===== src/rtl/filtro_pkg.sv =====
// rtl/filtro_pkg.sv - shared states, tap counts and width helpers for the middle-filter sequencer
package filtro_pkg;

   typedef enum logic [2:0] {IDLE, FIRST, PRIME, RUN, FLUSH, DRAIN} state_e;

   localparam int NUM_TAPS = 8;
   localparam int PRE_PAD  = 3;
   localparam int POST_PAD = 4;

   function automatic int sample_w(input int dw);
      return dw + 2;
   endfunction

   function automatic int result_w(input int dw);
      return dw + 3;
   endfunction

endpackage


===== src/rtl/filtro_window_ctrl_if.sv =====
// rtl/filtro_window_ctrl_if.sv - sample input stream and result output stream of the window sequencer
interface filtro_window_ctrl_if #(
   parameter int DATA_WIDTH = 8
);
   logic                         in_valid;
   logic                         in_ready;
   logic signed [DATA_WIDTH+1:0] in_sample;
   logic                         out_valid;
   logic                         out_ready;
   logic signed [DATA_WIDTH+2:0] out_data;

   modport master (
      output in_valid, in_sample, out_ready,
      input  in_ready, out_valid, out_data
   );

   modport slave (
      input  in_valid, in_sample, out_ready,
      output in_ready, out_valid, out_data
   );
endinterface


===== src/rtl/filtro_out_fifo.sv =====
// rtl/filtro_out_fifo.sv - synchronous result FIFO with same-cycle push and pop
module filtro_out_fifo #(
   parameter int DEPTH = 4,
   parameter int WIDTH = 11
) (
   input  logic             clock,
   input  logic             reset,
   input  logic             push_i,
   input  logic [WIDTH-1:0] din_i,
   input  logic             pop_i,
   output logic [WIDTH-1:0] dout_o,
   output logic             empty_o,
   output logic             full_o
);
   localparam int AW = (DEPTH > 1) ? $clog2(DEPTH) : 1;
   localparam int CW = $clog2(DEPTH + 1);

   logic [WIDTH-1:0] mem_q [DEPTH];
   logic [AW-1:0]    wr_q, wr_d, rd_q, rd_d;
   logic [CW-1:0]    count_q, count_d;
   logic             do_push, do_pop;

   function automatic logic [AW-1:0] bump(input logic [AW-1:0] p);
      return (p == AW'(DEPTH - 1)) ? '0 : p + AW'(1);
   endfunction

   assign empty_o = (count_q == '0);
   assign full_o  = (count_q == CW'(DEPTH));
   assign do_push = push_i && !full_o;
   assign do_pop  = pop_i && !empty_o;
   assign dout_o  = mem_q[rd_q];

   always_comb begin
      wr_d    = wr_q;
      rd_d    = rd_q;
      count_d = count_q + CW'(do_push) - CW'(do_pop);
      if (do_push) wr_d = bump(wr_q);
      if (do_pop)  rd_d = bump(rd_q);
   end

   always_ff @(posedge clock) begin
      if (reset) begin
         wr_q    <= '0;
         rd_q    <= '0;
         count_q <= '0;
      end else begin
         wr_q    <= wr_d;
         rd_q    <= rd_d;
         count_q <= count_d;
      end
   end

   always_ff @(posedge clock) begin
      if (do_push) mem_q[wr_q] <= din_i;
   end
endmodule


===== src/rtl/filtro_window_ctrl.sv =====
// rtl/filtro_window_ctrl.sv - sliding 8-tap window with edge replication, credit-gated issue to the
// middle filter and backpressured return of its results
module filtro_window_ctrl #(
   parameter int DATA_WIDTH     = 8,
   parameter int ROW_WIDTH      = 64,
   parameter int FILTER_LATENCY = 1,
   parameter int OUT_DEPTH      = 4
) (
   input  logic                         clock,
   input  logic                         reset,
   input  logic                         start,
   filtro_window_ctrl_if.slave          s_if,
   output logic signed [DATA_WIDTH+1:0] tap0,
   output logic signed [DATA_WIDTH+1:0] tap1,
   output logic signed [DATA_WIDTH+1:0] tap2,
   output logic signed [DATA_WIDTH+1:0] tap3,
   output logic signed [DATA_WIDTH+1:0] tap4,
   output logic signed [DATA_WIDTH+1:0] tap5,
   output logic signed [DATA_WIDTH+1:0] tap6,
   output logic signed [DATA_WIDTH+1:0] tap7,
   output logic                         filt_en,
   input  logic signed [DATA_WIDTH+2:0] filt_out,
   output logic                         row_done,
   output logic                         busy
);
   import filtro_pkg::*;

   localparam int SW = sample_w(DATA_WIDTH);
   localparam int RW = result_w(DATA_WIDTH);
   localparam int CW = $clog2(ROW_WIDTH + 1);
   localparam int KW = $clog2(OUT_DEPTH + 1);
   localparam int FW = $clog2(POST_PAD);

   state_e                      state_q, state_d;
   logic [NUM_TAPS-1:0][SW-1:0] win_q, win_d;
   logic [CW-1:0]               scnt_q, scnt_d, ocnt_q, ocnt_d;
   logic [FW-1:0]               fcnt_q, fcnt_d;
   logic [KW-1:0]               credits_q, credits_d;
   logic [FILTER_LATENCY:0]     tok_q;
   logic                        issue, in_rdy, out_hs, has_credit;
   logic                        fifo_push, fifo_empty, fifo_full;

   assign has_credit = (credits_q != '0);
   assign out_hs     = s_if.out_valid && s_if.out_ready;
   assign busy       = (state_q != IDLE);
   assign filt_en    = busy;
   assign s_if.in_ready = in_rdy;

   always_comb begin
      state_d  = state_q;
      win_d    = win_q;
      scnt_d   = scnt_q;
      ocnt_d   = out_hs ? ocnt_q + CW'(1) : ocnt_q;
      fcnt_d   = fcnt_q;
      in_rdy   = 1'b0;
      issue    = 1'b0;
      row_done = 1'b0;
      case (state_q)
         IDLE: begin
            if (start) begin
               state_d = FIRST;
               scnt_d  = '0;
               ocnt_d  = '0;
               fcnt_d  = '0;
            end
         end
         FIRST: begin
            in_rdy = 1'b1;
            if (s_if.in_valid) begin
               win_d   = {NUM_TAPS{s_if.in_sample}};
               scnt_d  = CW'(1);
               state_d = PRIME;
            end
         end
         PRIME: begin
            // credits are always full here, so the first issue needs no gating
            in_rdy = 1'b1;
            if (s_if.in_valid) begin
               win_d  = {s_if.in_sample, win_q[NUM_TAPS-1:1]};
               scnt_d = scnt_q + CW'(1);
               if (scnt_q == CW'(PRE_PAD + 1)) begin
                  issue   = 1'b1;
                  state_d = (scnt_q == CW'(ROW_WIDTH - 1)) ? FLUSH : RUN;
               end
            end
         end
         RUN: begin
            in_rdy = has_credit;
            if (s_if.in_valid && has_credit) begin
               win_d  = {s_if.in_sample, win_q[NUM_TAPS-1:1]};
               scnt_d = scnt_q + CW'(1);
               issue  = 1'b1;
               if (scnt_q == CW'(ROW_WIDTH - 1)) state_d = FLUSH;
            end
         end
         FLUSH: begin
            if (has_credit) begin
               win_d  = {win_q[NUM_TAPS-1], win_q[NUM_TAPS-1:1]};
               fcnt_d = fcnt_q + FW'(1);
               issue  = 1'b1;
               if (fcnt_q == FW'(POST_PAD - 1)) state_d = DRAIN;
            end
         end
         DRAIN: begin
            if (out_hs && ocnt_q == CW'(ROW_WIDTH - 1)) begin
               row_done = 1'b1;
               state_d  = IDLE;
            end
         end
         default: state_d = IDLE;
      endcase
      credits_d = credits_q + KW'(out_hs) - KW'(issue);
   end

   always_ff @(posedge clock) begin
      if (reset) begin
         state_q   <= IDLE;
         win_q     <= '0;
         scnt_q    <= '0;
         ocnt_q    <= '0;
         fcnt_q    <= '0;
         credits_q <= KW'(OUT_DEPTH);
         tok_q     <= '0;
      end else begin
         state_q   <= state_d;
         win_q     <= win_d;
         scnt_q    <= scnt_d;
         ocnt_q    <= ocnt_d;
         fcnt_q    <= fcnt_d;
         credits_q <= credits_d;
         // stage 0 is the cycle the issued window sits on the taps; the last stage meets filt_out
         tok_q     <= {tok_q[FILTER_LATENCY-1:0], issue};
      end
   end

   assign tap0 = win_q[0];
   assign tap1 = win_q[1];
   assign tap2 = win_q[2];
   assign tap3 = win_q[3];
   assign tap4 = win_q[4];
   assign tap5 = win_q[5];
   assign tap6 = win_q[6];
   assign tap7 = win_q[7];

   assign fifo_push      = tok_q[FILTER_LATENCY] && !fifo_full;
   assign s_if.out_valid = !fifo_empty;

   filtro_out_fifo #(
      .DEPTH (OUT_DEPTH),
      .WIDTH (RW)
   ) u_fifo (
      .clock   (clock),
      .reset   (reset),
      .push_i  (fifo_push),
      .din_i   (filt_out),
      .pop_i   (out_hs),
      .dout_o  (s_if.out_data),
      .empty_o (fifo_empty),
      .full_o  (fifo_full)
   );
endmodule

===== src/flat_wrapper.sv =====
// flat-port wrapper written by rule: the top's interface ports become plain ports
module filtro_window_ctrl_flat import filtro_pkg::*;
#(
   parameter int DATA_WIDTH     = 8,
   parameter int ROW_WIDTH      = 64,
   parameter int FILTER_LATENCY = 1,
   parameter int OUT_DEPTH      = 4
)
  (clock, reset, start, tap0, tap1, tap2, tap3, tap4, tap5, tap6, tap7, filt_en, filt_out, row_done, busy, s_if_in_valid, s_if_in_sample, s_if_out_ready, s_if_in_ready, s_if_out_valid, s_if_out_data);
  filtro_window_ctrl_if #(.DATA_WIDTH(DATA_WIDTH)) s_if_i ();
  input  logic clock;
  input  logic reset;
  input  logic start;
  output logic signed [DATA_WIDTH+1:0] tap0;
  output logic signed [DATA_WIDTH+1:0] tap1;
  output logic signed [DATA_WIDTH+1:0] tap2;
  output logic signed [DATA_WIDTH+1:0] tap3;
  output logic signed [DATA_WIDTH+1:0] tap4;
  output logic signed [DATA_WIDTH+1:0] tap5;
  output logic signed [DATA_WIDTH+1:0] tap6;
  output logic signed [DATA_WIDTH+1:0] tap7;
  output logic filt_en;
  input  logic signed [DATA_WIDTH+2:0] filt_out;
  output logic row_done;
  output logic busy;
  input wire logic [$bits(s_if_i.in_valid)-1:0] s_if_in_valid;
  input wire logic [$bits(s_if_i.in_sample)-1:0] s_if_in_sample;
  input wire logic [$bits(s_if_i.out_ready)-1:0] s_if_out_ready;
  output wire logic [$bits(s_if_i.in_ready)-1:0] s_if_in_ready;
  output wire logic [$bits(s_if_i.out_valid)-1:0] s_if_out_valid;
  output wire logic [$bits(s_if_i.out_data)-1:0] s_if_out_data;
  assign s_if_i.in_valid = s_if_in_valid;
  assign s_if_i.in_sample = s_if_in_sample;
  assign s_if_i.out_ready = s_if_out_ready;
  assign s_if_in_ready = s_if_i.in_ready;
  assign s_if_out_valid = s_if_i.out_valid;
  assign s_if_out_data = s_if_i.out_data;
  filtro_window_ctrl #(.DATA_WIDTH(DATA_WIDTH), .ROW_WIDTH(ROW_WIDTH), .FILTER_LATENCY(FILTER_LATENCY), .OUT_DEPTH(OUT_DEPTH)) u_core (.clock(clock), .reset(reset), .start(start), .s_if(s_if_i), .tap0(tap0), .tap1(tap1), .tap2(tap2), .tap3(tap3), .tap4(tap4), .tap5(tap5), .tap6(tap6), .tap7(tap7), .filt_en(filt_en), .filt_out(filt_out), .row_done(row_done), .busy(busy));
endmodule

===== config.mk =====
export PLATFORM = sky130hd
export DESIGN_NAME = filtro_window_ctrl_flat
export DESIGN_NICKNAME = d
export VERILOG_FILES = /design/src/rtl/filtro_pkg.sv /design/src/rtl/filtro_window_ctrl_if.sv /design/src/rtl/filtro_out_fifo.sv /design/src/rtl/filtro_window_ctrl.sv /design/src/flat_wrapper.sv
export SDC_FILE = /design/constraint.sdc
export NUM_CORES = 1
export LEC_CHECK = 0
export CAP_MARGIN = 20
export CORE_MARGIN = 4
export CORE_UTILIZATION = 30
export CTS_CLUSTER_DIAMETER = 40
export DETAILED_ROUTE_END_ITERATION = 16
export PLACE_DENSITY = 0.54
export SLEW_MARGIN = 30
export SYNTH_ARGS = -nofsm -noshare
export SYNTH_HDL_FRONTEND = slang
export SYNTH_HIERARCHICAL = 1
export SYNTH_SLANG_ARGS = --single-unit

===== constraint.sdc =====
create_clock -name clock -period 6.6 [get_ports clock]
set_input_delay 0.99 -clock clock [delete_from_list [all_inputs] [get_ports clock]]
set_output_delay 0.99 -clock clock [all_outputs]
set_load 0.005 [all_outputs]

Yosys cells after proc, flatten, opt, wreduce, memory -nomap -nowiden
Memory sizes are Yosys's and may differ from the RTL's. A register that Yosys moved wholly into a read port is not among the register bits.
Cells that the tools add are included.
Word-level totals
  input bits: 26
  memories: 1
  RAM bits: 44
  logic and storage cells: 112
  bits in registers: 111
  output and inout port bits: 96
Operators by class
  equality and inequality tests: 21
  bitwise logic cells: 1
  multiplexer cells: 41
  add/sub/neg operators: 9
  reductions and logical operators: 22
Memories
  u_core.u_fifo.mem_q: words 4, bits a word 11, rd ports 1, clocked after memory_dff 1, wr ports 1, RTL line filtro_out_fifo.sv:18  | logic [WIDTH-1:0] mem_q [DEPTH];
Operators with widths (count)
  one-hot mux 80 bit (4 select lines): 1
  two-way mux 80 bit: 3
  two-way mux 70 bit: 1
  two-way mux 7 bit: 7
  two-way mux 3 bit: 10
  one-hot mux 7 bit (4 select lines): 1
  one-hot mux 3 bit (6 select lines): 1
  AND reduction 5 bit: 3
  adder 7 x 1 -> 7 bit (second input constant): 2
  equality test 7 x 6 -> 1 bit (second input constant): 2
  two-way mux 2 bit: 6
  inequality test 2 x 1 -> 1 bit (second input constant): 6
  equality test 3 bit (second input constant): 3
  AND reduction 9 bit: 1
  nonzero test 3 bit: 3
  two-way mux 1 bit: 8
  nonzero test 4 bit: 2
  equality test 7 x 3 -> 1 bit (second input constant): 1
  adder 2 x 1 -> 2 bit (second input constant): 3
  adder 3 x 1 -> 3 bit: 2
  equality test 2 bit (second input constant): 3
  equality test 3 x 2 -> 1 bit (second input constant): 2
  logical AND 1 bit: 6
  zero test 3 bit: 2
  other kinds (11): 15

Depth between registers and ports, before layout
Gate-level depths: netlist of run 1.
  word-level depth: 6
  mapped depth: 14
  depth with buffers taken out: 13

Modules after synthesis
The synthesis of run 1 kept the hierarchy.
By module, submodules not included
  filtro_window_ctrl: sequential area each 2082.0 um^2, cells an instance 521, area each 4501.8 um^2, instances 1
  filtro_out_fifo: sequential area each 1501.4 um^2, cells an instance 108, area each 2065.7 um^2, instances 1

Least setup slack after synthesis of run 1
Ideal clock, no wire load.
  path type: input to register
  start point: input port s_if_out_ready
  end point: register u_core.u_fifo.count_q[2]
  slack: 3759 ps
  arrival: 2763 ps
  cell stages on the path: 12
  setup time: 78 ps
  buffers on the path: 1
  cells stage by stage: nor2b_1 -> clkbuf_1 -> o31ai_1 -> inv_1 -> ha_1 -> inv_1 -> ha_1 -> inv_1 -> fa_1 -> xor2_1 -> and2_1 -> nor3_1
On the way
  cells in the longest elaborated chain, start to end: 3
Ends and longest elaborated chain
  start: declaration: RTL line flat_wrapper.sv:28  | input wire logic [$bits(s_if_i.out_ready)-1:0] s_if_out_ready;
  logical AND 1 bit: RTL line filtro_window_ctrl.sv:44  | assign out_hs = s_if.out_valid && s_if.out_ready;
  named net u_core.out_hs: RTL line filtro_window_ctrl.sv:40  | logic issue, in_rdy, out_hs, has_credit;
  logical AND 1 bit: RTL line filtro_out_fifo.sv:30  | assign do_pop = pop_i && !empty_o;
  subtractor 3 x 1 -> 3 bit: RTL line filtro_out_fifo.sv:36  | count_d = count_q + CW'(do_push) - CW'(do_pop);
  end signal: assignment: RTL line filtro_out_fifo.sv:49  | count_q <= count_d;
  end: declaration: RTL line filtro_out_fifo.sv:20  | logic [CW-1:0] count_q, count_d;
The timed path passes the listed nets, and every way through them passes these cells.
A chain may end at the register's enable or synchronous reset.

Worst setup path after layout of run 1
  start point: input port s_if_out_ready
  end point: output port row_done
On the way
  cells in the longest elaborated chain, start to end: 4
Ends and longest elaborated chain
  logical AND 1 bit: RTL line filtro_window_ctrl.sv:44
  logical AND 1 bit: RTL line filtro_window_ctrl.sv:105  | if (out_hs && ocnt_q == CW'(ROW_WIDTH - 1)) begin
  two-way mux 1 bit: RTL line filtro_window_ctrl.sv:105
  two-way mux 1 bit: RTL line filtro_window_ctrl.sv:58  | case (state_q)
  end: declaration: RTL line flat_wrapper.sv:24  | output logic row_done;
No other way between the ends.

==> load_flow_metrics.sql, run 1 <==
INSERT INTO impl_metrics (metric_group, metric, value, unit) VALUES
('status', 'run_status', 'finished, final reports clean', ''),
('cts', 'cts_hold_repair_buffers', '0', ''),
('routing', 'via_per_inst', '4.93', ''),
('synthesis', 'synth_area_leader_cell', 'sky130_fd_sc_hd__dfxtp_1', ''),
('global_routing', 'grt.total_usage', '0.139', ''),
('synthesis', 'net_count_after_synthesis', '670', ''),
('timing', 'fin_tns_setup', '0', 'ns'),
('routing', 'drcViolationCount', '0', ''),
('critical_path', 'worst_path_max_delay_cell', 'sky130_fd_sc_hd__clkdlybuf4s50_1', ''),
('timing', 'finalWorstPathRequiredPeriod', '3.78', 'ns'),
('critical_path', 'cp_data_arrival_time', '2.79', 'ns'),
('global_routing', 'initial_antenna_violation_count', '0', ''),
('cts', 'clk_pin_slew', '0.06', 'ns'),
('critical_path', 'ordered_list_of_cells_on_the_worst_path', 'clkdlybuf4s50_1 -> nand4b_1 -> nor4b_1 -> nor2b_1 -> clkdlybuf4s50_1', ''),
('pwr', 'ir_worst_vdd', '0.000189', 'V'),
('global_routing', 'gr-usage-met3', '0.0577', ''),
('floorplanning', 'area_of_the_core_region', '21300', 'sq um'),
('routing', 'dr_total_vias', '4969', ''),
('global_routing', 'grt-busiest-layer', 'met2', ''),
('synthesis', 'synthesis.instances', '629', ''),
('floorplanning', 'cell_rows', '53', ''),
('floorplanning', 'io-pin-count', '122', ''),
('floorplanning', 'initial_utilization', '0.309', ''),
('cts', 'cts.repair.resized', '0', ''),
('layout', 'drive_above_1_share', '0.0765', ''),
('synthesis', 'synth_top_cells_by_area', 'sky130_fd_sc_hd__dfxtp_1 34%, sky130_fd_sc_hd__edfxtp_1 20%, sky130_fd_sc_hd__a211oi_1 8.3%', ''),
('synthesis', 'synth_top_area_share', '0.344', ''),
('global_routing', 'grt_max_degree', '141', ''),
('routing', 'postRouteWirelength', '16900', 'um'),
('cts', 'max-clock-path-buffers', '2', ''),
('critical_path', 'crit_cells', '5', ''),
('floorplanning', 'die_area', '24300', 'sq um'),
('cts', 'clock_sinks', '157', ''),
('layout', 'finalNetCount', '760', ''),
('place', 'portBuffers', '121', ''),
('cts', 'htree_levels', '4', ''),
('routing', 'detail_route.wl_per_cell', '16.8', 'um'),
('synthesis', 'summed_instance_area_of_the_synthesized_netlist', '6570', 'sq um'),
('synthesis', 'synth.yosys.warnings', '6', ''),
('timing', 'worst_slew_margin_rel', '0.454', ''),
('critical_path', 'critical_path.max_stage_delay', '0.51', 'ns'),
('timing', 'timing_hold_violations_final', '0', ''),
('timing', 'finalSetupViolations', '0', ''),
('critical_path', 'kind_of_end_point_of_the_critical_path', 'output pin', ''),
('critical_path', 'critPathLaunchType', 'input pin', ''),
('critical_path', 'regToRegStartpoint', 'u_core/state_q[0]', ''),
('pwr', 'power_density', '390', 'nW/um^2'),
('synthesis', 'synth.avg_cell_area', '10.4', 'sq um'),
('layout', 'n_fill_cell', '2048', ''),
('global_routing', 'grt-ovfl-total', '0', ''),
('run', 'max-cap-violations', '0', ''),
('routing', 'drt_first_iter_violations', '303', ''),
('critical_path', 'critical_path.max_fanout', '3', ''),
('cts', 'clock_latency', '0.43', 'ns'),
('floorplanning', 'die_x', '156', 'um'),
('global_routing', 'grt_use_met2', '0.215', ''),
('routing', 'route.antenna.remaining_nets', '0', ''),
('critical_path', 'critical_path.top_delay_family', 'buffers and inverters', ''),
('timing', 'finalCritPeriodShare', '0.572', ''),
('timing', 'grt_setup_unrepaired', 'no', ''),
('min_path', 'worstHoldPathCells', '1', ''),
('timing', 'worst_slew_pin_slew', '0.819', 'ns'),
('place', 'gp_congestion', '0.791', ''),
('global_routing', 'first_global_vias', '4983', ''),
('cts', 'tritoncts', 'yes', ''),
('critical_path', 'worstReg2RegEnd', 'u_core/credits_q[2]', ''),
('global_routing', 'met1_usage', '0.178', ''),
('pwr', 'static_leakage', '2.90', 'nW'),
('layout', 'num_antenna_cells', '0', ''),
('place', 'detailedPlace.worstSlack', '2.81', 'ns'),
('timing', 'max_freq', '0.265', 'GHz');
cells in the final DEF, fill, tap and decap left out, types with 2 or more instances in the layout:
| master | n |
|---|---|
| sky130_fd_sc_hd__a211oi_1 | 73 |
| sky130_fd_sc_hd__a21o_1 | 2 |
| sky130_fd_sc_hd__a21oi_1 | 84 |
| sky130_fd_sc_hd__and2_1 | 11 |
| sky130_fd_sc_hd__and3_1 | 6 |
| sky130_fd_sc_hd__buf_4 | 2 |
| sky130_fd_sc_hd__bufinv_16 | 2 |
| sky130_fd_sc_hd__clkbuf_16 | 17 |
| sky130_fd_sc_hd__clkdlybuf4s50_1 | 120 |
| sky130_fd_sc_hd__clkinvlp_4 | 3 |
| sky130_fd_sc_hd__dfxtp_1 | 113 |
| sky130_fd_sc_hd__edfxtp_1 | 44 |
| sky130_fd_sc_hd__fa_1 | 2 |
| sky130_fd_sc_hd__ha_1 | 13 |
| sky130_fd_sc_hd__inv_1 | 15 |
| sky130_fd_sc_hd__inv_6 | 6 |
| sky130_fd_sc_hd__mux2i_1 | 13 |
| sky130_fd_sc_hd__mux4_2 | 11 |
| sky130_fd_sc_hd__nand2_1 | 9 |
| sky130_fd_sc_hd__nand2b_1 | 3 |
| sky130_fd_sc_hd__nand3_1 | 9 |
| sky130_fd_sc_hd__nand4_1 | 7 |
| sky130_fd_sc_hd__nor2_1 | 102 |
| sky130_fd_sc_hd__nor2b_1 | 9 |
| sky130_fd_sc_hd__nor3_1 | 6 |
| sky130_fd_sc_hd__nor4b_1 | 2 |
| sky130_fd_sc_hd__o21ai_0 | 3 |
| sky130_fd_sc_hd__or3_1 | 5 |
| sky130_fd_sc_hd__xnor2_1 | 3 |
| sky130_fd_sc_hd__xor2_1 | 10 |
flip-flops by register name (all words and copies together) (netlist names), 3 cells and up, named ones only:
signal,cells
u_core/credits_q,3
u_core/tap4,10
u_core/tap1,10
u_core/tap3,10
u_core/tap6,10
u_core/u_fifo/count_q,3
u_core/state_q,3
u_core/tap7,10
u_core/ocnt_q,7
u_core/tap0,10
u_core/tap2,10
u_core/scnt_q,7
u_core/u_fifo/mem_q,44
u_core/tap5,10
kinds of logic (layout without fill, tap and decap cells):
| logic type | after synthesis | after routing | share of synthesized area |
|---|---|---|---|
| AOI/OAI and AO/OA | 172 | 172 | 0.168 |
| xor gates and xnor gates | 13 | 13 | 0.0173 |
| adders and majority gates | 15 | 15 | 0.0309 |
| buffers and inverters | 68 | 171 | 0.0476 |
| DFF | 157 | 157 | 0.546 |
| muxes | 25 | 25 | 0.0592 |
| and+or+nand+nor | 179 | 179 | 0.131 |
worst reg2reg max path, stage by stage, from the launching register on:
cell	delay [ns]
sky130_fd_sc_hd__dfxtp_1	0.69
sky130_fd_sc_hd__nor2_1	0.22
sky130_fd_sc_hd__nand2_1	0.24
sky130_fd_sc_hd__a21oi_1	0.09
sky130_fd_sc_hd__a31o_2	0.27
sky130_fd_sc_hd__ha_1	0.29
sky130_fd_sc_hd__inv_1	0.05
sky130_fd_sc_hd__ha_1	0.13
sky130_fd_sc_hd__inv_1	0.04
sky130_fd_sc_hd__fa_1	0.36
sky130_fd_sc_hd__xor2_1	0.17
sky130_fd_sc_hd__xnor2_1	0.14
sky130_fd_sc_hd__nand2b_1	0.07
layer usage:
| metal | vias to the layer above | part of all wire |
|---|---|---|
| met5 | - | 0 |
| met4 | 0 | 0.010 |
| met3 | 12 | 0.081 |
| met2 | 123 | 0.45 |
| met1 | 2380 | 0.45 |
| li1 | 2454 | - |
power breakdown:
group / total (mW) / switching (mW) / internal (mW)
sequential: 1.32 / 0.161 / 1.16
combinational: 1.00 / 0.506 / 0.497
clock: 0.999 / 0.429 / 0.569
total: 3.32 / 1.10 / 2.22
worst max-delay path by stage:
stage / startpoint / endpoint / slack (ns)
3_5_place_dp: s_if_out_ready / row_done / 2.81
5_1_grt: s_if_out_ready / row_done / 2.68
2_1_floorplan: s_if_out_ready / u_core/u_fifo/count_q[2] / 3.76
6_report: s_if_out_ready / row_done / 2.82
3_3_place_gp: s_if_out_ready / row_done / 2.85
4_1_cts: s_if_out_ready / row_done / 2.81
synthesized netlist by cell type, drive strengths merged:
cell and instances:
dfxtp 113, nor2 102, a21oi 84, a211oi 73, edfxtp 44, clkbuf 31
buf 22, inv 15, ha 13, mux2i 13, and2 12, mux4 11
nand2 10, xor2 10, nand3 9, nor2b 9, and3 7, nand4 7
nor3 6, or3 5, o21ai 4, nand2b 3, nor4b 3, xnor2 3
a21o 2, fa 2, o31ai 2, a2111oi 1, a311oi 1, a31o 1
a41oi 1, and3b 1, and4 1, mux2 1, nand3b 1, nand4b 1
o21bai 1, o22a 1, o2bb2ai 1, or3b 1, or4 1
final cells by class:
| type | instances | area [sq um] | area share |
|---|---|---|---|
| multi-input combinational | 404 | 2680 | 0.315 |
| timing repair buffer | 124 | 1250 | 0.147 |
| clock buffer | 17 | 425 | 0.0500 |
| tap | 275 | 344 | 0.0404 |
| clock inverter | 15 | 176 | 0.0207 |
| inverter | 15 | 56.3 | 0.00661 |
| sequential | 157 | 3580 | 0.421 |
through the flow:
step,util,cells,hold WS (ns),area (sq um),power (mW)
finish,0.400,1007,0.437,8510,3.32
global route,0.400,1007,0.470,8510,3.51
CTS,0.400,1007,0.444,8510,3.35
detailed placement,0.372,975,0.429,7910,2.34
global placement,0.372,975,0.421,7910,2.33
floorplan,-,629,0.414,6570,1.85
No activity file was read; power rests on OpenSTA's default activity.
==> run 2: changes to the inputs <==
--- a/config.mk
+++ b/config.mk
@@ -10,7 +10,7 @@
 export CORE_UTILIZATION = 30
 export CTS_CLUSTER_DIAMETER = 40
 export DETAILED_ROUTE_END_ITERATION = 16
-export PLACE_DENSITY = 0.54
+export PLACE_DENSITY = 0.56
 export SLEW_MARGIN = 30
 export SYNTH_ARGS = -nofsm -noshare
 export SYNTH_HDL_FRONTEND = slang
==> constraint.sdc (replaced) <==
create_clock -name clock -period 3.35 [get_ports clock]
set_input_delay 0.5025 -clock clock [delete_from_list [all_inputs] [get_ports clock]]
set_output_delay 0.5025 -clock clock [all_outputs]
set_load 0.005 [all_outputs]
==> run 2 against run 1 <==
- final area up 1.3%
- non-clock buffer count rose by 11
- total power grew 97%
- final cell count up 1.1%
- largest cell class unchanged
- highest routed layer unchanged
==> load_flow_metrics.sql, run 2 (synthesis gave the netlist of run 1 again) <==
INSERT INTO impl_metrics (metric_group, metric, value, unit) VALUES
('pwr', 'power_density', '759', 'nW/um^2'),
('layout', 'design_area', '8630', 'sq um'),
('place', 'portBuffers', '121', ''),
('routing', 'dr.max_layer_used', 'met4', ''),
('cts', 'cts.repair.resized', '0', ''),
('global_routing', 'grt_pass1_wl', '26800', 'um'),
('cts', 'htree_levels', '4', ''),
('timing', 'fin_hold_ws', '0.442', 'ns'),
('run', 'max-cap-violations', '0', ''),
('min_path', 'hold_path_origin', 'u_core/tok_q[0]', ''),
('routing', 'via_per_inst', '4.83', ''),
('layout', 'registers.top_by_ff_count', 'u_core/u_fifo/mem_q', ''),
('timing', 'worst_slew_pin_slew', '0.804', 'ns'),
('routing', 'wl_met1', '7430', 'um'),
('pwr', 'ir_worst_vdd', '0.000362', 'V'),
('timing', 'max_freq', '0.342', 'GHz'),
('floorplanning', 'chipHeight', '156', 'um'),
('pwr', 'cellInternalPower', '4.34', 'mW'),
('cts', 'cts.repair_timing.setup_buffer_count', '0', ''),
('min_path', 'holdCritPathClass', 'reg2reg', ''),
('global_routing', 'grt.total_usage', '0.140', ''),
('timing', 'fin_tns_setup', '0', 'ns'),
('global_routing', 'first_global_vias', '4888', ''),
('status', 'run_status', 'finished, final reports clean', ''),
('place', 'postPlaceCellArea', '8040', 'sq um'),
('routing', 'wl_met3', '1580', 'um'),
('routing', 'detail_route.first_pass.iterations', '4', ''),
('critical_path', 'ordered_list_of_cells_on_the_worst_path', 'nor3_1 -> nand4b_1 -> nor4b_1 -> nor2b_1 -> clkdlybuf4s50_1', ''),
('layout', 'finalNetCount', '771', ''),
('routing', 'dr_wl_met2', '7200', 'um'),
('pwr', 'static_leakage', '2.98', 'nW'),
('place', 'detailed_place_hpwl', '11400', 'um'),
('timing', 'clock-skew-final', '0.0114', 'ns'),
('critical_path', 'worst_path_max_delay_cell', 'sky130_fd_sc_hd__nor4b_1', ''),
('critical_path', 'cp.required', '2.85', 'ns'),
('layout', 'largest_reg_flops', '44', ''),
('critical_path', 'critical_path.max_fanout', '6', ''),
('floorplanning', 'cell_rows', '53', ''),
('critical_path', 'crit_start', 'u_core/u_fifo/count_q[1]', ''),
('timing', 'worst_slew_margin_rel', '0.461', ''),
('timing', 'final-max-slew-violation-count', '0', ''),
('layout', 'mostFrequentLayoutCells', '120 x sky130_fd_sc_hd__clkdlybuf4s50_1, 113 x sky130_fd_sc_hd__dfxtp_1, 102 x sky130_fd_sc_hd__nor2_1', ''),
('floorplanning', 'io-pin-count', '122', ''),
('floorplanning', 'area_of_the_core_region', '21300', 'sq um'),
('pwr', 'switching_power', '2.21', 'mW'),
('routing', 'detail_route.wl_per_cell', '16.2', 'um'),
('timing', 'grt_setup_unrepaired', 'no', ''),
('routing', 'postRouteWirelength', '16500', 'um'),
('cts', 'clock_sinks', '157', ''),
('global_routing', 'grt-ovfl-total', '0', ''),
('pwr', 'share_clk_of_total_power', '0.291', ''),
('routing', 'drt_first_iter_violations', '236', ''),
('cts', 'tritoncts', 'yes', ''),
('critical_path', 'worst-r2r-setup-slack', '0.54', 'ns'),
('global_routing', 'initial_antenna_violation_count', '0', ''),
('layout', 'mostFrequentLayoutCell', 'sky130_fd_sc_hd__clkdlybuf4s50_1', ''),
('cts', 'clk_pin_slew', '0.07', 'ns'),
('critical_path', 'critPathLaunchType', 'register', ''),
('critical_path', 'worst_setup_path_endpoint', 'row_done', ''),
('layout', 'drive_above_1_share', '0.0902', ''),
('cts', 'master_cell_of_the_clock_root_buffer', 'sky130_fd_sc_hd__clkbuf_16', ''),
('floorplanning', 'die_x', '156', 'um'),
('cts', 'cts_hold_repair_buffers', '0', ''),
('routing', 'route.antenna.remaining_nets', '0', ''),
('critical_path', 'timing.setup.critical_path_class', 'reg2out', ''),
('critical_path', 'critical_path.max_stage_delay', '0.50', 'ns'),
('place', 'placed_cells_incl_taps', '986', ''),
('critical_path', 'reg2regPathDepth', '13', ''),
('critical_path', 'kind_of_end_point_of_the_critical_path', 'output pin', ''),
('pwr', 'sequentialPowerShare', '0.392', ''),
('global_routing', 'grt_max_degree', '61', ''),
('routing', 'drcViolationCount', '0', ''),
('timing', 'finalWorstPathRequiredPeriod', '2.92', 'ns'),
('timing', 'finalSetupViolations', '0', ''),
('cts', 'clock_latency', '0.43', 'ns'),
('critical_path', 'regToRegStartpoint', 'u_core/u_fifo/count_q[1]', ''),
('cts', 'tritoncts.num_buffers', '17', ''),
('layout', 'num_antenna_cells', '0', ''),
('routing', 'dr_total_vias', '4914', ''),
('layout', 'final_core_utilization', '0.405', ''),
('layout', 'area.growth.synth_to_final', '31.4', '%'),
('pwr', 'power.combinational.fraction', '0.317', ''),
('critical_path', 'worstReg2RegEnd', 'u_core/u_fifo/count_q[2]', ''),
('place', 'gp_congestion', '0.769', ''),
('pwr', 'switching_share', '0.338', ''),
('floorplanning', 'initial_utilization', '0.309', ''),
('layout', 'fin_cells', '1018', ''),
('critical_path', 'cp_data_arrival_time', '2.42', 'ns'),
('timing', 'finalCritPeriodShare', '0.872', ''),
('timing', 'timing_hold_violations_final', '0', ''),
('cts', 'max-clock-path-buffers', '2', ''),
('floorplanning', 'die_area', '24300', 'sq um');
run 2: worst max-delay path: cells and delay by family, from the launching register on:
| family | cells | cell delay, ns |
|---|---|---|
| simple gates | 4 | 1.05 |
| buf+inv | 1 | 0.50 |
| flops | 1 | 0.44 |
run 2: worst min path at each step:
stage | end | slack, ns | cells past startpoint
after global routing | u_core/tok_q[1] | 0.46 | 1
after CTS | u_core/tok_q[1] | 0.44 | 1
after global placement | u_core/tok_q[1] | 0.42 | 1
after floorplan | u_core/tok_q[1] | 0.41 | 1
final | u_core/tok_q[1] | 0.44 | 1
after detailed placement | u_core/tok_q[1] | 0.42 | 1
run 2: layer usage:
metal  track usage  vias up
li1              -     2490
met1         0.180     2281
met2         0.203      121
met3        0.0699       22
met4        0.0509        0
met5             0        -
run 2: stage by stage:
step	setup WS (ns)	power [mW]
after floorplan	0.846	3.65
after global placement	0.558	4.66
after detailed placement	0.496	4.69
after CTS	0.366	6.63
after global routing	0.178	6.98
final	0.428	6.55
run 2: power groups by stage:
stage | clock (mW) | sequential, mW | combinational, mW
2_1_floorplan | 0 | 2.55 | 1.10
3_3_place_gp | 0 | 2.61 | 2.06
3_5_place_dp | 0 | 2.60 | 2.08
4_1_cts | 1.97 | 2.57 | 2.09
5_1_grt | 2.05 | 2.62 | 2.32
6_report | 1.91 | 2.56 | 2.08
run 2: final cells by class:
| cell class | count | area [sq um] |
|---|---|---|
| Clock buffer | 17 | 425 |
| Clock inverter | 15 | 166 |
| Inverter | 15 | 56.3 |
| Sequential cell | 157 | 3580 |
| Multi-Input combinational cell | 404 | 2680 |
| Fill cell | 2079 | 12700 |
| Timing Repair Buffer | 135 | 1370 |
| Tap cell | 275 | 344 |
==> run 3: changes to the inputs <==
--- a/config.mk
+++ b/config.mk
@@ -7,10 +7,10 @@
 export LEC_CHECK = 0
 export CAP_MARGIN = 20
 export CORE_MARGIN = 4
-export CORE_UTILIZATION = 30
+export CORE_UTILIZATION = 45
 export CTS_CLUSTER_DIAMETER = 40
 export DETAILED_ROUTE_END_ITERATION = 16
-export PLACE_DENSITY = 0.56
+export PLACE_DENSITY = 0.76
 export SLEW_MARGIN = 30
 export SYNTH_ARGS = -nofsm -noshare
 export SYNTH_HDL_FRONTEND = slang
==> run 3 against run 2 <==
- final cell count down 9.7%
- sequential power about the same
- first-iteration DRC count up 78%
- clock skew down 0.00088 ns
- clock power up 4%
- fmax up 0.43%
- register-to-register slack worse by 0.10 ns
- critical path depth up 8
- hold slack worse by 0.0066 ns
- routed wire length down 1.2%
==> load_flow_metrics.sql, run 3 (synthesis gave the netlist of run 1 again) <==
INSERT INTO impl_metrics (metric_group, metric, value, unit) VALUES
('global_routing', 'initial_antenna_violation_count', '0', ''),
('min_path', 'hold_path_origin', 'u_core/tok_q[0]', ''),
('critical_path', 'worst-r2r-setup-slack', '0.44', 'ns'),
('floorplanning', 'initial_utilization', '0.466', ''),
('min_path', 'worstHoldPathCells', '1', ''),
('cts', 'clk_pin_slew', '0.06', 'ns'),
('cts', 'tritoncts.num_buffers', '17', ''),
('min_path', 'holdCritPathClass', 'reg2reg', ''),
('layout', 'num_antenna_cells', '0', ''),
('cts', 'tritoncts', 'yes', ''),
('timing', 'finalSetupViolations', '0', ''),
('timing', 'grt_setup_unrepaired', 'no', ''),
('routing', 'drcViolationCount', '0', ''),
('place', 'portBuffers', '121', ''),
('cts', 'cts.repair_timing.setup_buffer_count', '0', ''),
('cts', 'clock_sinks', '157', ''),
('floorplanning', 'io-pin-count', '122', ''),
('critical_path', 'reg2regPathDepth', '13', ''),
('global_routing', 'first_global_vias', '5189', ''),
('cts', 'cts.repair.resized', '0', ''),
('layout', 'design_area', '8460', 'sq um'),
('place', 'postPlaceCellArea', '7840', 'sq um'),
('routing', 'via_per_inst', '5.60', ''),
('critical_path', 'regToRegStartpoint', 'u_core/u_fifo/count_q[1]', ''),
('cts', 'max-clock-path-buffers', '2', ''),
('timing', 'fin_tns_setup', '0', 'ns'),
('critical_path', 'worstReg2RegEnd', 'u_core/u_fifo/count_q[2]', ''),
('cts', 'clock_latency', '0.42', 'ns'),
('layout', 'drive_above_1_share', '0.0812', ''),
('routing', 'postRouteWirelength', '16300', 'um'),
('global_routing', 'grt-ovfl-total', '0', ''),
('layout', 'registers.top_by_ff_count', 'u_core/u_fifo/mem_q', ''),
('timing', 'finalWorstPathRequiredPeriod', '2.91', 'ns'),
('routing', 'drt_first_iter_violations', '419', ''),
('layout', 'area.growth.synth_to_final', '28.8', '%'),
('status', 'run_status', 'finished, final reports clean', ''),
('pwr', 'total_power', '6.60', 'mW'),
('layout', 'mostFrequentLayoutCell', 'sky130_fd_sc_hd__clkdlybuf4s50_1', ''),
('critical_path', 'timing.setup.critical_path_class', 'reg2reg', ''),
('cts', 'cts_hold_repair_buffers', '0', ''),
('cts', 'htree_levels', '4', ''),
('floorplanning', 'die_x', '129', 'um'),
('floorplanning', 'chipHeight', '129', 'um'),
('critical_path', 'kind_of_end_point_of_the_critical_path', 'register', ''),
('timing', 'clock-skew-final', '0.0105', 'ns'),
('timing', 'finalCritPeriodShare', '0.869', ''),
('pwr', 'ir_worst_vdd', '0.000500', 'V'),
('layout', 'finalNetCount', '767', ''),
('routing', 'detail_route.first_pass.iterations', '5', ''),
('place', 'gp_congestion', '0.828', ''),
('min_path', 'min_delay_worst_endpoint', 'u_core/tok_q[1]', ''),
('timing', 'max_freq', '0.344', 'GHz'),
('timing', 'worst_slew_margin_rel', '0.470', ''),
('global_routing', 'grt_max_degree', '76', ''),
('floorplanning', 'area_of_the_core_region', '14100', 'sq um'),
('global_routing', 'grt_pass1_wl', '26200', 'um'),
('timing', 'worst_slew_pin_slew', '0.796', 'ns'),
('pwr', 'static_leakage', '2.95', 'nW'),
('timing', 'timing_hold_violations_final', '0', ''),
('critical_path', 'cp.required', '3.68', 'ns'),
('place', 'detailed_place_hpwl', '11500', 'um'),
('critical_path', 'critical_path.max_fanout', '9', ''),
('layout', 'largest_reg_flops', '44', ''),
('pwr', 'power_density', '780', 'nW/um^2'),
('run', 'max-cap-violations', '0', ''),
('cts', 'master_cell_of_the_clock_root_buffer', 'sky130_fd_sc_hd__clkbuf_16', ''),
('routing', 'dr_total_vias', '5148', ''),
('layout', 'mostFrequentLayoutCells', '120 x sky130_fd_sc_hd__clkdlybuf4s50_1, 113 x sky130_fd_sc_hd__dfxtp_1, 102 x sky130_fd_sc_hd__nor2_1', ''),
('global_routing', 'grt.total_usage', '0.200', ''),
('place', 'placed_cells_incl_taps', '887', ''),
('routing', 'route.antenna.remaining_nets', '0', ''),
('timing', 'final-max-slew-violation-count', '0', ''),
('layout', 'fin_cells', '919', ''),
('critical_path', 'critPathLaunchType', 'register', ''),
('routing', 'detail_route.wl_per_cell', '17.8', 'um'),
('floorplanning', 'cell_rows', '43', ''),
('critical_path', 'cp_data_arrival_time', '3.24', 'ns'),
('floorplanning', 'die_area', '16600', 'sq um');
[run 3: area by class of cell]
class | instances | area (sq um)
Clock inverter | 12 | 158
Sequential cell | 157 | 3580
Timing Repair Buffer | 131 | 1300
Clock buffer | 20 | 458
Tap cell | 180 | 225
Inverter | 15 | 56.3
Fill cell | 1163 | 5640
Multi-Input combinational cell | 404 | 2680
[run 3: through the flow]
stage	hold WS, ns	utilization	setup WS (ns)
floorplan	0.414	-	0.846
global placement	0.422	0.556	0.571
detailed placement	0.423	0.556	0.497
CTS	0.437	0.600	0.425
global route	0.474	0.600	0.247
finish	0.435	0.600	0.440
[run 3: worst max path at each step]
stage                                   from                        to  slack [ns]  cells past startpoint
floorplan           u_core/u_fifo/count_q[1]  u_core/u_fifo/count_q[2]        0.85                     14
global placement              s_if_out_ready                  row_done        0.57                      5
detailed placement  u_core/u_fifo/count_q[1]  u_core/u_fifo/count_q[2]        0.50                     13
CTS                 u_core/u_fifo/count_q[1]                  row_done        0.42                      5
global route        u_core/u_fifo/count_q[1]                  row_done        0.25                      5
finish              u_core/u_fifo/count_q[1]  u_core/u_fifo/count_q[2]        0.44                     13
[run 3: power breakdown]
group | internal, mW | leakage, nW | total [mW] | switching, mW
Combinational | 1.01 | 1.33 | 2.04 | 1.03
Sequential | 2.28 | 1.32 | 2.58 | 0.299
Clock | 1.22 | 0.299 | 1.98 | 0.758
[run 3: per-layer routing]
layer | share of wire | global-route usage | up-vias
met5 | 0 | 0 | -
met4 | 0.021 | 0.0747 | 0
met3 | 0.086 | 0.0731 | 26
met2 | 0.48 | 0.321 | 174
met1 | 0.41 | 0.247 | 2480
li1 | - | - | 2468
[run 3: worst max-delay path: stages (launching register included)]
cell and delay, ns:
sky130_fd_sc_hd__dfxtp_1 0.43, sky130_fd_sc_hd__or3b_1 0.30, sky130_fd_sc_hd__inv_1 0.07, sky130_fd_sc_hd__nor2b_1 0.36
sky130_fd_sc_hd__and2_4 0.24, sky130_fd_sc_hd__inv_1 0.04, sky130_fd_sc_hd__ha_1 0.29, sky130_fd_sc_hd__inv_1 0.06
sky130_fd_sc_hd__ha_1 0.13, sky130_fd_sc_hd__inv_1 0.05, sky130_fd_sc_hd__fa_1 0.38, sky130_fd_sc_hd__xor2_1 0.17
sky130_fd_sc_hd__and2_1 0.17, sky130_fd_sc_hd__nor3_1 0.14
